==> config.mk <==
export PLATFORM = sky130hd
export DESIGN_NAME = phy_rx_lane_flat
export DESIGN_NICKNAME = d
export VERILOG_FILES = /design/src/rtl/phy_rx_lane_if.sv /design/src/rtl/phy_rx_lane.sv /design/src/flat_wrapper.sv
export SDC_FILE = /design/constraint.sdc
export NUM_CORES = 1
export LEC_CHECK = 0
export BUFFER_PORTS_ARGS = -buffer_cell sky130_fd_sc_hd__buf_2
export CORE_UTILIZATION = 59
export DETAILED_ROUTE_END_ITERATION = 16
export PLACE_DENSITY = 0.9
export SLEW_MARGIN = 10
export SYNTH_ARGS = -nofsm -noshare
export SYNTH_HDL_FRONTEND = slang
export SYNTH_SLANG_ARGS = --single-unit
export TNS_END_PERCENT = 20
==> constraint.sdc <==
create_clock -name clk_8f -period 2.5 [get_ports clk_8f]
set_input_delay 0.125 -clock clk_8f [delete_from_list [all_inputs] [get_ports clk_8f]]
set_output_delay 0.125 -clock clk_8f [all_outputs]
set_load 0.01 [all_outputs]
==> src/rtl/phy_rx_lane_if.sv <==
// ---------------------------------------------------------------------------
// phy_rx_lane_if
//
// Purpose : bundles the serial input and the deframed byte outputs of one
//           PHY receive lane.
//
// Signals :
//   data_inS    serial bit stream into the lane, MSB of each byte first
//   data_out    last data byte received
//   valid_out   data_out holds a data byte, not an idle COM
//   byte_strobe one-cycle pulse per completed byte while the lane is active
//   active      lane has achieved byte alignment
//   state_dbg   current FSM state (0 SEARCH, 1 ALIGN, 2 ACTIVE)
//
// Handshake : the output side is a valid-only stream with no backpressure.
//             A byte is transferred on every cycle where byte_strobe is 1;
//             valid_out qualifies whether that byte is data (1) or idle (0).
//             data_out/valid_out hold steady between strobes.
//
// Modports :
//   slave  - the lane itself (consumes data_inS, drives everything else)
//   master - the serial source / downstream observer
// ---------------------------------------------------------------------------
interface phy_rx_lane_if;
   logic       data_inS;
   logic [7:0] data_out;
   logic       valid_out;
   logic       byte_strobe;
   logic       active;
   logic [1:0] state_dbg;

   modport slave (
      input  data_inS,
      output data_out,
      output valid_out,
      output byte_strobe,
      output active,
      output state_dbg
   );

   modport master (
      output data_inS,
      input  data_out,
      input  valid_out,
      input  byte_strobe,
      input  active,
      input  state_dbg
   );
endinterface

==> src/rtl/phy_rx_lane.sv <==
// ---------------------------------------------------------------------------
// phy_rx_lane
//
// Purpose : receive end of one serial PHY wire. Samples one bit per clk_8f
//           edge MSB-first, hunts bit-by-bit for the COM symbol, confirms
//           alignment with SYNC_COUNT consecutive aligned COMs, then deframes
//           the stream: COM bytes become idle strobes, every other byte is
//           presented as valid data.
//
// Parameters :
//   COM        idle/alignment symbol (default 8'hBC)
//   SYNC_COUNT aligned COMs needed to go active, legal range 2..15
//
// Ports :
//   clk_8f  bit clock, one serial bit per rising edge
//   reset   synchronous active-low reset
//   lane    phy_rx_lane_if.slave (serial in, byte outputs, state_dbg)
//
// All outputs are registered. A byte whose last bit is sampled at edge N
// appears on data_out/valid_out/byte_strobe during cycle N+1.
// ---------------------------------------------------------------------------
module phy_rx_lane #(
   parameter logic [7:0] COM        = 8'hBC,
   parameter int         SYNC_COUNT = 4
) (
   input  logic            clk_8f,
   input  logic            reset,
   phy_rx_lane_if.slave    lane
);

   typedef enum logic [1:0] {
      ST_SEARCH = 2'd0,
      ST_ALIGN  = 2'd1,
      ST_ACTIVE = 2'd2
   } state_t;

   // com_cnt value at which the next aligned COM completes the sync run;
   // equivalent to testing com_cnt + 1 == SYNC_COUNT without widening.
   localparam logic [3:0] SYNC_LAST = 4'(SYNC_COUNT - 1);

   state_t     state;
   logic [7:0] sr;
   logic [2:0] bit_cnt;
   logic [3:0] com_cnt;

   logic [7:0] data_q;
   logic       valid_q;
   logic       strobe_q;
   logic       active_q;

   // Byte window including the bit being sampled this cycle; every
   // decision is made on this so a byte is acted on at its last bit.
   logic [7:0] nxt;
   logic       nxt_is_com;
   logic       byte_done;

   assign nxt        = {sr[6:0], lane.data_inS};
   assign nxt_is_com = (nxt == COM);
   assign byte_done  = (bit_cnt == 3'd7);

   always_ff @(posedge clk_8f) begin
      if (!reset) begin
         state    <= ST_SEARCH;
         sr       <= 8'h00;
         bit_cnt  <= 3'd0;
         com_cnt  <= 4'd0;
         data_q   <= 8'h00;
         valid_q  <= 1'b0;
         strobe_q <= 1'b0;
         active_q <= 1'b0;
      end else begin
         sr       <= nxt;
         strobe_q <= 1'b0;

         case (state)
            ST_SEARCH: begin
               // Bit-by-bit hunt: the first COM seen fixes byte alignment
               // and counts as the first COM of the sync run.
               if (nxt_is_com) begin
                  state   <= ST_ALIGN;
                  bit_cnt <= 3'd0;
                  com_cnt <= 4'd1;
               end
            end

            ST_ALIGN: begin
               // Wraps 7 -> 0 naturally, so ACTIVE starts byte-aligned.
               bit_cnt <= bit_cnt + 3'd1;
               if (byte_done) begin
                  if (nxt_is_com) begin
                     if (com_cnt == SYNC_LAST) begin
                        // The sync-completing COM is consumed silently.
                        state    <= ST_ACTIVE;
                        active_q <= 1'b1;
                     end else begin
                        com_cnt <= com_cnt + 4'd1;
                     end
                  end else begin
                     // Run broken: drop this byte and restart the hunt on
                     // the very next bit.
                     state   <= ST_SEARCH;
                     com_cnt <= 4'd0;
                  end
               end
            end

            ST_ACTIVE: begin
               // No loss-of-sync detection; only reset leaves this state.
               bit_cnt <= bit_cnt + 3'd1;
               if (byte_done) begin
                  strobe_q <= 1'b1;
                  if (nxt_is_com) begin
                     // Idle byte: keep the last data byte visible.
                     valid_q <= 1'b0;
                  end else begin
                     data_q  <= nxt;
                     valid_q <= 1'b1;
                  end
               end
            end

            default: begin
               state   <= ST_SEARCH;
               com_cnt <= 4'd0;
            end
         endcase
      end
   end

   assign lane.data_out    = data_q;
   assign lane.valid_out   = valid_q;
   assign lane.byte_strobe = strobe_q;
   assign lane.active      = active_q;
   assign lane.state_dbg   = state;

endmodule
==> src/flat_wrapper.sv <==
// flat-port wrapper written by rule: the top's interface ports become plain ports
module phy_rx_lane_flat 
#(
   parameter logic [7:0] COM        = 8'hBC,
   parameter int         SYNC_COUNT = 4
)
  (clk_8f, reset, lane_data_inS, lane_data_out, lane_valid_out, lane_byte_strobe, lane_active, lane_state_dbg);
  phy_rx_lane_if lane_i ();
  input  logic clk_8f;
  input  logic reset;
  input wire logic [$bits(lane_i.data_inS)-1:0] lane_data_inS;
  output wire logic [$bits(lane_i.data_out)-1:0] lane_data_out;
  output wire logic [$bits(lane_i.valid_out)-1:0] lane_valid_out;
  output wire logic [$bits(lane_i.byte_strobe)-1:0] lane_byte_strobe;
  output wire logic [$bits(lane_i.active)-1:0] lane_active;
  output wire logic [$bits(lane_i.state_dbg)-1:0] lane_state_dbg;
  assign lane_i.data_inS = lane_data_inS;
  assign lane_data_out = lane_i.data_out;
  assign lane_valid_out = lane_i.valid_out;
  assign lane_byte_strobe = lane_i.byte_strobe;
  assign lane_active = lane_i.active;
  assign lane_state_dbg = lane_i.state_dbg;
  phy_rx_lane #(.COM(COM), .SYNC_COUNT(SYNC_COUNT)) u_core (.clk_8f(clk_8f), .reset(reset), .lane(lane_i));
endmodule
==> results of run 1 <==
## sequential cells by signal, summed over array words and instances, names as in the netlist
| name | flops |
|---|---|
| u_core.sr | 7 |
| u_core.com_cnt | 4 |
| u_core.lane.active | 1 |
| u_core.lane.byte_strobe | 1 |
| u_core.bit_cnt | 3 |
| u_core.lane.data_out | 8 |
| u_core.lane.state_dbg | 2 |
| u_core.lane.valid_out | 1 |
## per-layer routing
layer,share of wire,GRT usage,up-vias
li1,-,-,443
met1,0.44,0.298,409
met2,0.50,0.378,22
met3,0.031,0.0235,5
met4,0.026,0.153,0
met5,0,0,-
## synthesized netlist by cell type (all sizes together), types with 2 or more instances
library cell / instances / area, um2
a41oi: 2 / 17.5
nand3: 3 / 27.5
ha: 6 / 75.1
a32oi: 2 / 17.5
nor2: 15 / 56.3
a31oi: 2 / 12.5
dfxtp: 27 / 541
mux2i: 8 / 80.1
buf: 3 / 20.0
nand2: 7 / 26.3
o22ai: 2 / 12.5
o211a: 2 / 20.0
nand3b: 2 / 15.0
inv: 3 / 11.3
and2: 9 / 58.8
a21oi: 4 / 20.0
## logic make-up after synthesis
group | share of synthesized area
AO/OA/AOI/OAI | 0.158
adder cells (fa/ha/maj) | 0.0645
multiplexers | 0.0688
flip-flops | 0.465
buffers and inverters | 0.0333
AND/OR/NAND/NOR | 0.211
## layout by cell type (no fill, tap or decap), types with 2 or more instances in the layout
master / n
a32oi_1: 2
buf_4: 2
nand3_1: 2
and2_1: 8
ha_1: 6
a41oi_1: 2
mux2i_1: 8
dfxtp_1: 27
inv_1: 3
o22ai_1: 2
o211a_1: 2
nand2_1: 7
clkbuf_4: 3
a21oi_1: 4
nor2_1: 15
nand3b_1: 2
buf_2: 15
a31oi_1: 2
## where the power goes
group	internal [mW]	leakage, nW	switching [mW]	total [mW]
registers	0.433	0.218	0.00181	0.435
logic	0.00427	0.296	0.00843	0.0127
clock network	0.0613	0.0139	0.128	0.189
total	0.499	0.528	0.138	0.636
## final cells by class
| class | instances | share of cell area |
|---|---|---|
| clock inverters | 1 | 0.00581 |
| well taps | 25 | 0.0242 |
| repair buffers | 17 | 0.0698 |
| clock buffers | 3 | 0.0174 |
| multi-input cells | 79 | 0.453 |
| flip-flops and latches | 27 | 0.419 |
| inverters | 4 | 0.0116 |
## metrics by stage
stage	area [um2]	cells
after floorplan	1160	114
after global placement	1260	152
after detailed placement	1260	152
after CTS	1290	156
after global routing	1290	156
final	1290	156
## final timing paths
check | start | to | cells after the start | slack [ns]
worst max-delay path | u_core.bit_cnt[0]$_SDFFE_PN0P_ | u_core.com_cnt[3]$_SDFFE_PN0P_ | 6 | 0.75
worst min-delay path | lane_data_inS | u_core.sr[0]$_SDFF_PN0_ | 2 | 0.02
worst max register to register | u_core.bit_cnt[0]$_SDFFE_PN0P_ | u_core.com_cnt[3]$_SDFFE_PN0P_ | 6 | 0.75
worst min register to register | u_core.bit_cnt[0]$_SDFFE_PN0P_ | u_core.bit_cnt[0]$_SDFFE_PN0P_ | 2 | 0.48
==> results.py, run 1 <==
metrics = {
    "logic_synthesis": {
        "synth_seq_cells": 27,
        "synth-edff-count": 0,
        "synth_area_per_cell_um2": 10.2,
        "ys.flop_type": "dfxtp_1",
        "synth.cell_area_um2": 1160,
        "netlist_instances": 114,
        "synth_seq_area_share": 0.465,
        "ys_warn_count": 0,
        "async_flop_share": 0,
        "ys_types": 36,
        "syn_nets": 123,
    },
    "worst_setup_path": {
        "cp-start-kind": "flip-flop",
        "slowest_delay_ns": 0.40,
        "path_buf_inv": 1,
        "slowest_stage": "a21oi_1",
        "critPathRequiredTime_ns": 2.74,
        "worstSetupPathType": "reg2reg",
        "critPathArrivalTime_ns": 1.99,
        "cp_top_family": "compound AO/OA/AOI/OAI gates",
        "endpoint_kind": "flip-flop",
        "path_common_cell": "ha_1",
        "crit_path_cell_trace": "ha_1, ha_1, inv_1, a21oi_1, a21boi_0, o31a_1",
        "path_max_fanout": 6,
    },
    "grt": {
        "antenna_found_initial": 0,
        "grt_pass1_wl_um": 3600,
        "grt_use_total": 0.236,
        "grt_pass1_vias": 823,
        "grt_max_degree": 17,
        "grt-ovfl-total": 0,
    },
    "layout": {
        "nNetsFinal": 141,
        "diodes": 0,
        "drive_above_1_share": 0.206,
        "regArea_um2": 541,
        "final_util": 0.724,
        "fillers": 137,
        "area_delta_synth_final_pct": 11.0,
        "multiInputGateArea_um2": 584,
    },
    "clock_network": {
        "cts_resized": 0,
        "cts_hold_buf": 0,
        "cts.sinks": 27,
        "post_cts_buffers": 0,
        "cts_inserted_buffers": 3,
        "cts_tree": "yes",
        "clk_latency_ns": 0.33,
        "h-tree-depth": 1,
        "root_buffer": "clkbuf_4",
        "clockBufferDepth": 2,
        "path_clk_slew_ns": 0.15,
    },
    "sta": {
        "hold_slack_ns": 0.0156,
        "rsz0062_at_grt": "no",
        "fin_setup_tns_ns": 0,
        "fin_crit_sh": 0.700,
        "slew-limit-headroom": 0.692,
        "fin_ws_ns": 0.749,
        "hold_viol_final": 0,
        "max_freq_mhz": 571,
        "maxSlewViolCount": 0,
        "fin_skew_ns": 0.0117,
        "setup_viol": 0,
        "tightest_slew_ns": 0.462,
        "min_period_ns": 1.75,
    },
    "routing": {
        "final_antenna_net_count": 0,
        "vias": 879,
        "finalWirelength_um": 2150,
        "wire_per_inst_um": 13.8,
        "drcViolationCount": 0,
        "drtPass1Iterations": 4,
        "via_per_inst": 5.63,
        "first_iter_violations": 11,
    },
    "status": {
        "status": "complete, no violations",
    },
    "power_and_ir_drop": {
        "p_per_area_nw_per_um2": 493,
        "ir_worst_vdd_mv": 0.470,
        "p_leak_nw": 0.528,
        "total_power_uw": 636,
    },
    "hold_path": {
        "hold_path_class": "in2reg",
    },
    "placed_design": {
        "gp_congestion": 0.879,
        "dp_hpwl_um": 1600,
        "port_buffers": 15,
        "post-place-ws_ns": 0.782,
    },
    "floorplanning": {
        "die_x_um": 46.4,
        "rows": 15,
        "die_area_um2": 2150,
        "io_pins": 16,
        "start_util": 0.653,
        "dieHeight_um": 46.4,
        "core_um2": 1780,
    },
    "job": {
        "drv_cap": 0,
    },
}
Note: power is estimated with default switching activity, not from simulation.
==> run 2: changes to the inputs <==
--- a/config.mk
+++ b/config.mk
@@ -5,10 +5,11 @@
 export SDC_FILE = /design/constraint.sdc
 export NUM_CORES = 1
 export LEC_CHECK = 0
+export ABC_AREA = 1
 export BUFFER_PORTS_ARGS = -buffer_cell sky130_fd_sc_hd__buf_2
-export CORE_UTILIZATION = 59
+export CORE_UTILIZATION = 55
 export DETAILED_ROUTE_END_ITERATION = 16
-export PLACE_DENSITY = 0.9
+export PLACE_DENSITY = 0.85
 export SLEW_MARGIN = 10
 export SYNTH_ARGS = -nofsm -noshare
 export SYNTH_HDL_FRONTEND = slang
==> constraint.sdc (replaced) <==
create_clock -name clk_8f -period 1.7 [get_ports clk_8f]
set_input_delay 0.085 -clock clk_8f [delete_from_list [all_inputs] [get_ports clk_8f]]
set_output_delay 0.085 -clock clk_8f [all_outputs]
set_load 0.01 [all_outputs]
==> run 2 against run 1 <==
Compared with the run above: critical path depth up 3; synthesized area is 2.6% higher; die area is 9.6% higher; global-route usage shrank 2.9 points; non-clock buffer count unchanged; critical path type unchanged; critical endpoint is now u_core.com_cnt[0]$_SDFFE_PN0P_; largest power group unchanged.
==> results.py, run 2 <==
metrics = {
    "status": {
        "status": "complete, no violations",
    },
    "logic_synthesis": {
        "ys_top_cells_by_count": "35 x nand2_1, 27 x dfxtp_1, 26 x nor2_1",
        "ys_warn_count": 0,
        "synth_area_per_cell_um2": 7.46,
        "netlist_instances": 160,
        "synth-edff-count": 0,
        "synth_seq_area_share": 0.453,
        "ys_types": 22,
        "yosysTopAreaCell": "dfxtp_1",
        "synth_seq_cells": 27,
        "yosysMostFrequentCell": "nand2_1",
        "synthTopCellsByArea": "dfxtp_1 45%, nand2_1 11%, nor2_1 8.2%",
        "yosys.area.top_type_share": 0.453,
        "synth.cell_area_um2": 1190,
        "async_flop_share": 0,
        "ys.flop_type": "dfxtp_1",
        "syn_nets": 169,
    },
    "grt": {
        "antenna_found_initial": 0,
        "grt_pass1_vias": 890,
        "grt_use_total": 0.207,
        "grt_pass1_wl_um": 3770,
        "grt_max_degree": 20,
        "grt-ovfl-total": 0,
    },
    "clock_network": {
        "cts_tree": "yes",
        "path_clk_slew_ns": 0.13,
        "cts_hold_buf": 1,
        "cts_resized": 0,
        "clockBufferDepth": 2,
        "cts_inserted_buffers": 3,
        "post_cts_buffers": 0,
        "cts.sinks": 27,
        "clk_latency_ns": 0.32,
        "h-tree-depth": 1,
        "root_buffer": "clkbuf_4",
    },
    "placed_design": {
        "dp_hpwl_um": 1620,
        "port_buffers": 15,
        "gp_congestion": 0.888,
        "place_area_um2": 1290,
        "place_inst": 200,
    },
    "hold_path": {
        "hold_path_class": "in2reg",
    },
    "floorplanning": {
        "dieHeight_um": 48.6,
        "die_area_um2": 2360,
        "io_pins": 16,
        "die_x_um": 48.6,
        "rows": 16,
        "start_util": 0.596,
        "core_um2": 2000,
    },
    "routing": {
        "drtPass1Iterations": 4,
        "first_iter_violations": 23,
        "drcViolationCount": 0,
        "finalWirelength_um": 2170,
        "met3WireLength_um": 71,
        "via_per_inst": 4.96,
        "wire_per_inst_um": 10.6,
        "met2_length_um": 1000,
        "vias": 1016,
        "maxUsedRoutingLayer": "met4",
        "routedLengthMet1_um": 1050,
        "final_antenna_net_count": 0,
    },
    "layout": {
        "largest_register_ffs": 8,
        "diodes": 0,
        "instances_no_fill": 205,
        "finalInstanceArea_um2": 1330,
        "drive_above_1_share": 0.169,
        "final_common_cell": "nand2_1",
        "area_delta_synth_final_pct": 11.5,
        "nNetsFinal": 188,
        "mostFrequentLayoutCells": "35 x nand2_1, 27 x dfxtp_1, 26 x nor2_1",
    },
    "sta": {
        "setup_viol": 0,
        "rsz0062_at_grt": "no",
        "fin_setup_tns_ns": 0,
        "min_period_ns": 1.52,
        "tightest_slew_ns": 0.321,
        "fin_skew_ns": 0.00213,
        "maxSlewViolCount": 0,
        "fin_crit_sh": 0.895,
        "max_freq_mhz": 657,
        "slew-limit-headroom": 0.784,
        "hold_viol_final": 0,
        "hold_slack_ns": 0.126,
    },
    "worst_setup_path": {
        "path_max_fanout": 8,
        "critPathRequiredTime_ns": 1.97,
        "cp-start-kind": "flip-flop",
        "critPathArrivalTime_ns": 1.79,
        "endpoint_kind": "flip-flop",
        "worstSetupPathType": "reg2reg",
    },
    "power_and_ir_drop": {
        "ir_worst_vdd_mv": 0.654,
        "p_comb_frac": 0.024,
        "swShare": 0.213,
        "p_leak_nw": 0.665,
        "internal_power_uw": 731,
        "total_power_uw": 930,
        "seqPwrFrac": 0.688,
        "p_per_area_nw_per_um2": 699,
        "power_frac_clock": 0.288,
        "switchingPower_uw": 198,
    },
    "job": {
        "drv_cap": 0,
    },
}
-- run 2: layout make-up --
cell class / instances / area (um2)
clock buffer: 3 / 22.5
clock inverter: 1 / 5.00
fill: 172 / 671
inverter: 24 / 90.1
multi-input combinational: 106 / 547
sequential: 27 / 541
tap: 27 / 33.8
timing repair buffer: 17 / 92.6
-- run 2: power groups by stage --
stage	registers, mW	logic (mW)	clock network [mW]
4_1_cts	0.640	0.0228	0.279
5_1_grt	0.641	0.0249	0.301
6_report	0.640	0.0225	0.268
3_5_place_dp	0.654	0.0209	0
3_3_place_gp	0.654	0.0201	0
2_1_floorplan	0.653	0.0163	0
-- run 2: cells by family after synthesis --
| family | share of synthesized area |
|---|---|
| buf+inv | 0.0891 |
| fa+ha+maj | 0.0629 |
| flops | 0.453 |
| compound gates | 0.125 |
| simple gates | 0.270 |
-- run 2: metal layers --
| layer | GRT usage | up-vias |
|---|---|---|
| li1 | - | 535 |
| met1 | 0.263 | 460 |
| met4 | 0.118 | 0 |
| met2 | 0.331 | 17 |
| met5 | 0 | - |
| met3 | 0.0377 | 4 |
-- run 2: final timing paths --
| path | cells past startpoint | end | slack [ns] | startpoint |
|---|---|---|---|---|
| min | 3 | u_core.sr[6]$_SDFF_PN0_ | 0.13 | reset |
| max | 9 | u_core.com_cnt[0]$_SDFFE_PN0P_ | 0.18 | u_core.lane.state_dbg[1]$_SDFFE_PN0P_ |
| min reg2reg | 2 | u_core.sr[6]$_SDFF_PN0_ | 0.45 | u_core.sr[5]$_SDFF_PN0_ |
| max reg2reg | 9 | u_core.com_cnt[0]$_SDFFE_PN0P_ | 0.18 | u_core.lane.state_dbg[1]$_SDFFE_PN0P_ |
-- run 2: through the flow --
step	setup slack [ns]	utilization
2_1_floorplan	0.324	-
6_report	0.178	0.665
3_3_place_gp	0.296	0.646
3_5_place_dp	0.204	0.646
5_1_grt	0.0000411	0.665
4_1_cts	0.168	0.665
-- run 2: critical path, stage by stage (launching register included) --
cell and delay [ns]:
dfxtp_1 0.41, inv_1 0.08, ha_1 0.22, inv_1 0.11, o21bai_1 0.10, a21oi_4 0.22, nand2_2 0.11, nand2_1 0.07
nand2_1 0.04, nor2_1 0.10
==> run 3: changes to the inputs <==
--- a/config.mk
+++ b/config.mk
@@ -5,11 +5,11 @@
 export SDC_FILE = /design/constraint.sdc
 export NUM_CORES = 1
 export LEC_CHECK = 0
-export ABC_AREA = 1
 export BUFFER_PORTS_ARGS = -buffer_cell sky130_fd_sc_hd__buf_2
-export CORE_UTILIZATION = 55
+export CORE_UTILIZATION = 49
 export DETAILED_ROUTE_END_ITERATION = 16
-export PLACE_DENSITY = 0.85
+export PLACE_DENSITY = 0.8
+export SETUP_SLACK_MARGIN = 0.2
 export SLEW_MARGIN = 10
 export SYNTH_ARGS = -nofsm -noshare
 export SYNTH_HDL_FRONTEND = slang
==> constraint.sdc (replaced) <==
create_clock -name clk_8f -period 1.31 [get_ports clk_8f]
set_input_delay 0.0655 -clock clk_8f [delete_from_list [all_inputs] [get_ports clk_8f]]
set_output_delay 0.0655 -clock clk_8f [all_outputs]
set_load 0.01 [all_outputs]
==> run 3 against run 2 <==
Compared with the run above: non-clock buffer count rose by 23; critical path depth down 5; global-route usage grew 2.1 points; critical path type unchanged; count of clock-buffer cells in the layout did not move; clock power is 34% higher; the flow now finishes with violations (setup timing); hold slack got worse by 0.066 ns.
==> results.py, run 3 (same netlist as run 1, synthesis figures left out) <==
metrics = {
    "clock_network": {
        "cts_inserted_buffers": 3,
        "h-tree-depth": 1,
        "path_clk_slew_ns": 0.15,
        "clockBufferDepth": 2,
        "cts.sinks": 27,
        "root_buffer": "clkbuf_4",
        "clk_latency_ns": 0.32,
        "cts_tree": "yes",
    },
    "layout": {
        "nNetsFinal": 164,
        "drive_above_1_share": 0.461,
        "diodes": 0,
        "largest_register_ffs": 8,
        "mostFrequentLayoutCells": "21 x buf_4, 20 x dfxtp_1, 15 x nor2_1, 15 x buf_2",
        "finalInstanceArea_um2": 1620,
        "instances_no_fill": 182,
        "area_delta_synth_final_pct": 39.1,
        "final_common_cell": "buf_4",
    },
    "worst_setup_path": {
        "cp-start-kind": "flip-flop",
        "endpoint_kind": "flip-flop",
        "slowest_delay_ns": 0.35,
        "critPathRequiredTime_ns": 1.56,
        "slowest_stage": "dfxtp_1",
        "path_buf_inv": 0,
        "path_max_fanout": 7,
        "cp_top_family": "compound AO/OA/AOI/OAI gates",
        "worstSetupPathType": "reg2reg",
        "critPathArrivalTime_ns": 1.68,
        "crit_path_cell_trace": "and4b_2, a21bo_4, and2_4, a221oi_2",
    },
    "grt": {
        "grt-ovfl-total": 0,
        "antenna_found_initial": 0,
        "grt_use_total": 0.228,
        "grt_pass1_vias": 993,
        "grt_max_degree": 17,
        "grt_pass1_wl_um": 4260,
    },
    "sta": {
        "min_period_ns": 1.43,
        "fin_ws_ns": -0.122,
        "fin_setup_tns_ns": -1.02,
        "maxSlewViolCount": 0,
        "tightest_slew_ns": 0.302,
        "fin_skew_ns": 0.0116,
        "hold_viol_final": 0,
        "fin_crit_sh": 1.09,
        "max_freq_mhz": 698,
        "hold_slack_ns": 0.0594,
        "rsz0062_at_grt": "yes",
        "setup_viol": 15,
        "slew-limit-headroom": 0.798,
    },
    "placed_design": {
        "post-place-ws_ns": -0.145,
        "place_area_um2": 1470,
        "gp_congestion": 0.849,
        "port_buffers": 15,
        "place_inst": 174,
        "dp_hpwl_um": 1750,
    },
    "routing": {
        "via_per_inst": 5.39,
        "final_antenna_net_count": 0,
        "first_iter_violations": 15,
        "drcViolationCount": 0,
        "finalWirelength_um": 2540,
        "wire_per_inst_um": 14.0,
        "drtPass1Iterations": 4,
        "vias": 981,
    },
    "status": {
        "violations": "setup timing",
        "status": "finished with violations",
    },
    "floorplanning": {
        "die_x_um": 50.7,
        "core_um2": 2230,
        "die_area_um2": 2570,
        "rows": 17,
        "dieHeight_um": 50.7,
        "start_util": 0.521,
        "io_pins": 16,
    },
    "power_and_ir_drop": {
        "ir_worst_vdd_mv": 0.828,
        "p_per_area_nw_per_um2": 752,
        "p_leak_nw": 0.661,
    },
    "hold_path": {
        "hold_path_class": "in2reg",
    },
    "job": {
        "drv_cap": 0,
    },
}
-- run 3: changes by cell type in the layout (fill, tap and decap cells not counted), moves of 5 or more --
cell,delta
dfxtp_1,-7
o21ai_1,-7
nor2_1,-11
buf_4,+20
nand2_1,-29
and2_1,+8
a21oi_1,-11
ha_4,+6
dfxtp_2,+5
ha_1,-6
mux2i_1,+8
inv_1,-19
-- run 3: stage by stage --
stage / util / power [mW]
after global placement: 0.660 / 0.875
final: 0.725 / 1.22
after CTS: 0.713 / 1.23
after detailed placement: 0.660 / 0.875
after global routing: 0.725 / 1.27
after floorplan: - / 0.859
-- run 3: path summary, 6_finish.rpt --
check | start | to | slack (ns) | cells after the start
max | u_core.sr[4]$_SDFF_PN0_ | u_core.lane.state_dbg[1]$_SDFFE_PN0P_ | -0.12 | 4
min | reset | u_core.com_cnt[3]$_SDFFE_PN0P_ | 0.06 | 2
max reg2reg | u_core.sr[4]$_SDFF_PN0_ | u_core.lane.state_dbg[1]$_SDFFE_PN0P_ | -0.12 | 4
min reg2reg | u_core.lane.active$_SDFFE_PN0P_ | u_core.lane.active$_SDFFE_PN0P_ | 0.50 | 2
-- run 3: repair_timing --
action / in CTS / in global routing
hold endpoints to repair: 2 / 0
setup endpoints to repair: 19 / 19
hold buffers: 1 / 0
gates resized for setup: 12 / 7
pin swaps: 6 / 3
setup buffers: 2 / 0
gates cloned: 1 / 0
-- run 3: area by class of cell --
cell class,count,area [um2]
Timing Repair Buffer,40,285
Clock buffer,3,22.5
Clock inverter,1,5.00
Sequential cell,27,554
Tap cell,28,35.0
Fill cell,164,614
Inverter,4,20.0
Multi-Input combinational cell,79,697
-- run 3: metal layers --
layer	global-route usage	wire length, um
met3	0.0364	84
met4	0.139	46
met1	0.271	1160
met5	0	0
met2	0.382	1250
-- run 3: worst register-to-register path: cells and delay by family (launching register included) --
kind	cells	cell delay (ns)
and+or+nand+nor	2	0.48
AOI/OAI and AO/OA	2	0.52
DFF	1	0.35
-- run 3: power breakdown --
part / switching (mW) / internal, mW / leakage [nW] / total [mW]
registers: 0.00285 / 0.822 / 0.222 / 0.825
clock network: 0.244 / 0.114 / 0.0177 / 0.359
logic: 0.0187 / 0.0154 / 0.421 / 0.0341
